[src/rtl/befehls_abruf_einheit_if.sv]
`default_nettype none
// ============================================================================
// Module   : befehls_abruf_einheit_if
// Purpose  : Instruction memory read bus (ready/valid) between the fetch
//            stage (master) and the instruction memory (slave).
// Revision : 1.0  initial release
// ============================================================================
interface befehls_abruf_einheit_if #(
   parameter int ADRESSBREITE = 32
);
   logic [ADRESSBREITE-1:0] SpeicherAdresse;
   logic                    SpeicherLesen;
   logic                    SpeicherBereit;
   logic [31:0]             SpeicherDaten;

   modport master (
      output SpeicherAdresse,
      output SpeicherLesen,
      input  SpeicherBereit,
      input  SpeicherDaten
   );

   modport slave (
      input  SpeicherAdresse,
      input  SpeicherLesen,
      output SpeicherBereit,
      output SpeicherDaten
   );
endinterface
`default_nettype wire

[src/rtl/befehls_abruf_einheit.sv]
`default_nettype none
// ============================================================================
// Module   : befehls_abruf_einheit
// Purpose  : Instruction fetch stage. Holds the PC, reads one instruction per
//            step over a ready/valid memory bus, presents it to the decoder
//            with a clean one-cycle DekodierSignal pulse and advances
//            sequentially or to a jump target on Weiter.
// Options  : VORABRUF_EN - one-word prefetch buffer filled while waiting.
// Revision : 1.0  initial release
// ============================================================================
module befehls_abruf_einheit #(
   parameter int                      ADRESSBREITE = 32,
   parameter logic [ADRESSBREITE-1:0] STARTADRESSE = '0
) (
   input  wire logic                    Clock,
   input  wire logic                    Reset,
   befehls_abruf_einheit_if.master      speicher,
   output logic [31:0]                  Instruktion,
   output logic                         DekodierSignal,
   output logic [ADRESSBREITE-1:0]      AktuellerPC,
   input  wire logic                    Weiter,
   input  wire logic                    SprungAktiv,
   input  wire logic                    SprungRelativ,
   input  wire logic [31:0]             SprungZiel,
   input  wire logic                    Anhalten
);

   localparam logic [ADRESSBREITE-1:0] c_eins = {{(ADRESSBREITE-1){1'b0}}, 1'b1};

   typedef enum logic [1:0] {
      HOLEN         = 2'd0,
      BEREITSTELLEN = 2'd1,
      AUSGABE       = 2'd2,
      WARTEN        = 2'd3
   } zustand_t;

   zustand_t                r_zustand;
   logic [ADRESSBREITE-1:0] r_pc;
   logic [ADRESSBREITE-1:0] r_adresse;
   logic                    r_lesen;
   logic [31:0]             r_instruktion;
   logic                    r_dekodier;
   logic [ADRESSBREITE-1:0] r_aktuellerPc;

`ifdef VORABRUF_EN
   logic [31:0]             r_pufferDaten;
   logic [ADRESSBREITE-1:0] r_pufferAdresse;
   logic                    r_pufferGueltig;
   // Set when a prefetch is still in flight but a jump made its data useless.
   logic                    r_verwerfen;
`endif

   logic [ADRESSBREITE-1:0] w_ziel;
   logic [ADRESSBREITE-1:0] w_folgePc;
   logic [ADRESSBREITE-1:0] w_naechsterPc;

   // Fit the 32-bit jump operand to the address width.
   generate
      if (ADRESSBREITE <= 32) begin : g_zielKuerzen
         assign w_ziel = SprungZiel[ADRESSBREITE-1:0];
      end else begin : g_zielErweitern
         assign w_ziel = {{(ADRESSBREITE-32){SprungZiel[31]}}, SprungZiel};
      end
   endgenerate

   // All PC arithmetic wraps silently modulo 2^ADRESSBREITE.
   assign w_folgePc     = r_aktuellerPc + c_eins;
   assign w_naechsterPc = !SprungAktiv  ? w_folgePc :
                          SprungRelativ ? r_aktuellerPc + w_ziel : w_ziel;

   assign speicher.SpeicherAdresse = r_adresse;
   assign speicher.SpeicherLesen   = r_lesen;
   assign Instruktion              = r_instruktion;
   assign DekodierSignal           = r_dekodier;
   assign AktuellerPC              = r_aktuellerPc;

   // Fetch sequencer: all outputs registered; reset drops SpeicherLesen at once.
   always_ff @(posedge Clock or posedge Reset) begin
      if (Reset) begin
         r_zustand       <= HOLEN;
         r_pc            <= STARTADRESSE;
         r_adresse       <= STARTADRESSE;
         r_lesen         <= 1'b0;
         r_instruktion   <= 32'h0;
         r_dekodier      <= 1'b0;
         r_aktuellerPc   <= STARTADRESSE;
`ifdef VORABRUF_EN
         r_pufferDaten   <= 32'h0;
         r_pufferAdresse <= STARTADRESSE;
         r_pufferGueltig <= 1'b0;
         r_verwerfen     <= 1'b0;
`endif
      end else begin
         case (r_zustand)
            HOLEN: begin
`ifdef VORABRUF_EN
               if (r_verwerfen) begin
                  // Let the stale prefetch finish, then issue the jump target.
                  if (speicher.SpeicherBereit) begin
                     r_lesen     <= 1'b0;
                     r_verwerfen <= 1'b0;
                  end
               end else
`endif
               if (r_lesen) begin
                  if (speicher.SpeicherBereit) begin
                     r_instruktion <= speicher.SpeicherDaten;
                     r_aktuellerPc <= r_pc;
                     r_lesen       <= 1'b0;
                     r_zustand     <= BEREITSTELLEN;
                  end
               end else if (!Anhalten) begin
                  r_lesen   <= 1'b1;
                  r_adresse <= r_pc;
               end
            end

            // One quiet cycle so Instruktion is settled before the capture edge.
            BEREITSTELLEN: begin
               r_dekodier <= 1'b1;
               r_zustand  <= AUSGABE;
            end

            AUSGABE: begin
               r_dekodier <= 1'b0;
               r_zustand  <= WARTEN;
            end

            WARTEN: begin
`ifdef VORABRUF_EN
               if (Weiter) begin
                  r_pc            <= w_naechsterPc;
                  r_pufferGueltig <= 1'b0;
                  if (!SprungAktiv && (r_pufferGueltig || (r_lesen && speicher.SpeicherBereit))) begin
                     // Sequential step served from the buffer (or the word arriving now).
                     r_instruktion <= r_pufferGueltig ? r_pufferDaten   : speicher.SpeicherDaten;
                     r_aktuellerPc <= r_pufferGueltig ? r_pufferAdresse : r_adresse;
                     r_lesen       <= 1'b0;
                     r_zustand     <= BEREITSTELLEN;
                  end else if (r_lesen) begin
                     // Prefetch in flight: sequential reuses it, a jump discards it.
                     r_zustand <= HOLEN;
                     if (speicher.SpeicherBereit) begin
                        r_lesen <= 1'b0;
                     end else begin
                        r_verwerfen <= SprungAktiv;
                     end
                  end else begin
                     r_zustand <= HOLEN;
                     r_lesen   <= !Anhalten;
                     r_adresse <= w_naechsterPc;
                  end
               end else if (r_lesen) begin
                  if (speicher.SpeicherBereit) begin
                     r_pufferDaten   <= speicher.SpeicherDaten;
                     r_pufferAdresse <= r_adresse;
                     r_pufferGueltig <= 1'b1;
                     r_lesen         <= 1'b0;
                  end
               end else if (!r_pufferGueltig && !Anhalten) begin
                  r_lesen   <= 1'b1;
                  r_adresse <= w_folgePc;
               end
`else
               // Weiter is accepted even while halted; only the request waits.
               if (Weiter) begin
                  r_pc      <= w_naechsterPc;
                  r_adresse <= w_naechsterPc;
                  r_lesen   <= !Anhalten;
                  r_zustand <= HOLEN;
               end
`endif
            end

            default: r_zustand <= HOLEN;
         endcase
      end
   end

endmodule
`default_nettype wire
[src/flat_wrapper.sv]
// flat-port wrapper written by rule: the top's interface ports become plain ports
module befehls_abruf_einheit_flat 
#(
   parameter int                      ADRESSBREITE = 32,
   parameter logic [ADRESSBREITE-1:0] STARTADRESSE = '0
)
  (Clock, Reset, Instruktion, DekodierSignal, AktuellerPC, Weiter, SprungAktiv, SprungRelativ, SprungZiel, Anhalten, speicher_SpeicherAdresse, speicher_SpeicherLesen, speicher_SpeicherBereit, speicher_SpeicherDaten);
  befehls_abruf_einheit_if #(.ADRESSBREITE(ADRESSBREITE)) speicher_i ();
  input  wire logic Clock;
  input  wire logic Reset;
  output logic [31:0] Instruktion;
  output logic DekodierSignal;
  output logic [ADRESSBREITE-1:0] AktuellerPC;
  input  wire logic Weiter;
  input  wire logic SprungAktiv;
  input  wire logic SprungRelativ;
  input  wire logic [31:0] SprungZiel;
  input  wire logic Anhalten;
  output wire logic [$bits(speicher_i.SpeicherAdresse)-1:0] speicher_SpeicherAdresse;
  output wire logic [$bits(speicher_i.SpeicherLesen)-1:0] speicher_SpeicherLesen;
  input wire logic [$bits(speicher_i.SpeicherBereit)-1:0] speicher_SpeicherBereit;
  input wire logic [$bits(speicher_i.SpeicherDaten)-1:0] speicher_SpeicherDaten;
  assign speicher_SpeicherAdresse = speicher_i.SpeicherAdresse;
  assign speicher_SpeicherLesen = speicher_i.SpeicherLesen;
  assign speicher_i.SpeicherBereit = speicher_SpeicherBereit;
  assign speicher_i.SpeicherDaten = speicher_SpeicherDaten;
  befehls_abruf_einheit #(.ADRESSBREITE(ADRESSBREITE), .STARTADRESSE(STARTADRESSE)) u_core (.Clock(Clock), .Reset(Reset), .speicher(speicher_i), .Instruktion(Instruktion), .DekodierSignal(DekodierSignal), .AktuellerPC(AktuellerPC), .Weiter(Weiter), .SprungAktiv(SprungAktiv), .SprungRelativ(SprungRelativ), .SprungZiel(SprungZiel), .Anhalten(Anhalten));
endmodule
[config.mk]
export PLATFORM = sky130hd
export DESIGN_NAME = befehls_abruf_einheit_flat
export DESIGN_NICKNAME = d
export VERILOG_FILES = /design/src/rtl/befehls_abruf_einheit_if.sv /design/src/rtl/befehls_abruf_einheit.sv /design/src/flat_wrapper.sv
export SDC_FILE = /design/constraint.sdc
export NUM_CORES = 1
export LEC_CHECK = 0
export CAP_MARGIN = 20
export CORE_ASPECT_RATIO = 0.7
export CORE_MARGIN = 1.5
export CORE_UTILIZATION = 48
export CTS_BUF_LIST = sky130_fd_sc_hd__clkbuf_8
export CTS_CLUSTER_DIAMETER = 80
export DETAILED_ROUTE_END_ITERATION = 8
export PLACE_DENSITY = 0.86
export SLEW_MARGIN = 20
export SYNTH_ARGS = -nofsm -noshare
export SYNTH_HDL_FRONTEND = slang
export SYNTH_SLANG_ARGS = --single-unit
export TNS_END_PERCENT = 1
[constraint.sdc]
create_clock -name Clock -period 4.7 [get_ports Clock]
set_input_delay 1.175 -clock Clock [delete_from_list [all_inputs] [get_ports Clock]]
set_output_delay 1.175 -clock Clock [all_outputs]
set_load 0.005 [all_outputs]
==> metrics <==
Post-Synth Simple-Gate Area=13.9%; PostCTS Resize Cnt=0; largest net degree at the start of global routing=66; Tot Pwr=7.16 mW; P&R area growth vs syn=28.5%; FF-to-FF path depth=11; YS warnings=0; initial antenna violation count=0; TritonCTS clock tree=done; sequential share of the synthesized area=40.3%; first-pass GRT wire length=38.0 mm; Synth area leader=dfrtp_1; crit end category=flop; Tmin final=3970 ps; Leakage=4.56 nW; worst hold start=u_core.speicher.SpeicherAdresse[2]; Via density=5.89; final hold violation count=0; fillers=1320; maximum operating frequency=0.252 GHz; port bufs=168; pre-CTS WS=264 ps; via count=7307; mux cell area share after synthesis=14.4%; Post-Layout Cell Count=1241; post-synthesis cell type count=70; Post-Route WL=24.7 mm; Final Util=63.9%; Die Ht=112 µm; post-route ant nets=0; total negative slack=0 ps; placed insts=1209; unrepaired setup endpoints after global routing=false; WL/cell=19.9 µm; synthesized area=8200 µm²; post-CTS setup buffers=0; CTS buffer count=17; number of clock sinks=132; Total Routing Usage GR=27.4%; worst hold-check path type=flop to flop; Synth Register Bits=132; Detail Placement HPWL=18.2 mm; WP data required=5080 ps; Synth Area in XOR/XNOR=5.45%; status=finished, final reports clean; # Max-Cap Violations=0; CP startpoint kind=input port; I/O pin count=169; largest family of logic cells by synthesized area=compound AO/OA/AOI/OAI gates; Starting Density=49.7%; prevailing post-synth register cell=dfrtp_1; Placer Congestion=0.921; Nets=1110; fraction of layout instances using a drive strength above 1=14.6%; worst r2r src=u_core.AktuellerPC[0]; Syn Nets=958; FP Rows=39; commonest non-fill, non-tap cell in the layout=clkdlybuf4s50_1; Die Span X=159 µm; Syn Inst Count=851; max_slew headroom=36.4%; Hold Buf Count CTS=0; Skew-Pair Late Insertion Delay=440 ps; EDFF count, synth=0; setup ws final=729 ps; Post-synth ARST share=100%; most frequent cells in the layout=clkdlybuf4s50_1, dfrtp_1, mux2_2, a21oi_1, nand2_1; gr ovfl total=0; Clock Tree Buf Depth=2; area of the multi-input gates=4670 µm²; Die Area=17900 µm²; Worst VDD drop=461 µV; CTS clk-pin slew, worst paths=70 ps; H-tree Lvls=4; r2r endpoint=u_core.r_pc[30]; Slew @ Worst Pin=954 ps; r2r setup slk=1350 ps; Initial DRT Pass Iterations=5; Reg area=3300 µm²; critical path arrival=4350 ps; Final setup viols=0; Hold Path End=u_core.speicher.SpeicherAdresse[2]; drt drc=0; number of global-route vias before repair=6856; Max Transition Viols Final=0; worst clock skew=7.86 ps; Iteration-0 DRC Markers=673; average size of a mapped cell=9.64 µm²; Yosys top cell area share=40.3%; Hold Path Depth=2; Synth area leaders=dfrtp_1, mux2_2, ha_1; root buffer cell=clkbuf_8; Final period util=84.5%; power per cell area=679 nW/µm²; Inserted Diodes=0; Core Box Area=16500 µm²; kind of critical path=input port to flop; crit-path max FO=3; Post-Synth Adder-Cell Area=5.58%; Synth Area in Compound Gates=17.5%
metal layers:
| metal | global-route usage (%) | up-vias | wire [µm] |
|---|---|---|---|
| met2 | 39.0 | 372 | 10200 |
| met5 | 0 | - | 0 |
| li1 | - | 3392 | - |
| met3 | 8.31 | 25 | 2970 |
| met1 | 40.9 | 3518 | 11300 |
| met4 | 5.41 | 0 | 230 |
cell families (layout without fill, tap and decap cells):
kind of cell,count (synthesis),in the layout
and+or+nand+nor,235,235
AOI/OAI and AO/OA,228,228
DFF,132,132
muxes,107,107
buffers and inverters,62,227
xor gates and xnor gates,51,51
adders and majority gates,36,36
Yosys cell counts, types with 5 or more instances:
master    count
o21bai_1      5
nand3_1      27
and3_1       23
a21oi_1      77
o21ai_0      60
a31oi_1       7
dfrtp_1     132
nand4_1       8
a21o_1       16
ha_1         35
o21a_1        7
nor3_1       16
xor2_1       11
nor2_1       54
inv_1        17
a211oi_1      7
o31ai_1       6
o22a_1        5
clkbuf_1     35
mux2_2       82
nand2_1      73
mux2i_1      23
xnor2_1      40
power by group:
group,internal (mW),switching [mW],total (mW)
sequential,1.68,0.613,2.29
combinational,1.97,1.81,3.79
clock,0.644,0.431,1.07
total,4.30,2.86,7.16
registers in the layout, indices dropped and copies added (netlist names):
| register | count |
|---|---|
| u_core.AktuellerPC | 32 |
| u_core.Instruktion | 32 |
| u_core.r_pc | 32 |
| u_core.speicher.SpeicherAdresse | 32 |
| u_core.r_zustand | 2 |
| u_core.DekodierSignal | 1 |
| u_core.speicher.SpeicherLesen | 1 |
how the worst max path moves through the flow:
stage,slack [ps],depth (start not counted),start,endpoint
after detailed placement,260,12,SprungZiel[0],u_core.r_pc[30]
after global placement,380,12,SprungZiel[0],u_core.speicher.SpeicherAdresse[30]
final,730,12,SprungZiel[0],u_core.r_pc[30]
after floorplan,1050,11,SprungZiel[0],u_core.speicher.SpeicherAdresse[30]
after CTS,720,12,SprungZiel[0],u_core.r_pc[30]
after global routing,560,12,SprungZiel[0],u_core.r_pc[30]
cell type report:
class / instances / share of cell area (%)
clock buffer: 22 / 2.87
clock inverter: 10 / 1.44
inverter: 18 / 0.677
multi-input combinational: 657 / 44.3
sequential: 132 / 31.4
tap: 225 / 2.67
timing repair buffer: 177 / 16.7
metrics by stage:
| stage | hold WS [ps] | area [µm²] |
|---|---|---|
| 2_1_floorplan | 458 | 8210 |
| 3_3_place_gp | 467 | 10100 |
| 3_5_place_dp | 476 | 10100 |
| 4_1_cts | 492 | 10500 |
| 5_1_grt | 514 | 10500 |
| 6_report | 489 | 10500 |
critical path, stage by stage:
cell and delay [ps]:
clkdlybuf4s50_1 430, ha_1 240, fa_1 440, a21oi_1 160, o21ai_0 170, a2111oi_2 460
nor3_1 120, nor3_2 280, a31oi_1 150, xnor2_1 150, a221oi_1 350, mux2_2 230
No activity file was read; power rests on OpenSTA's default activity.
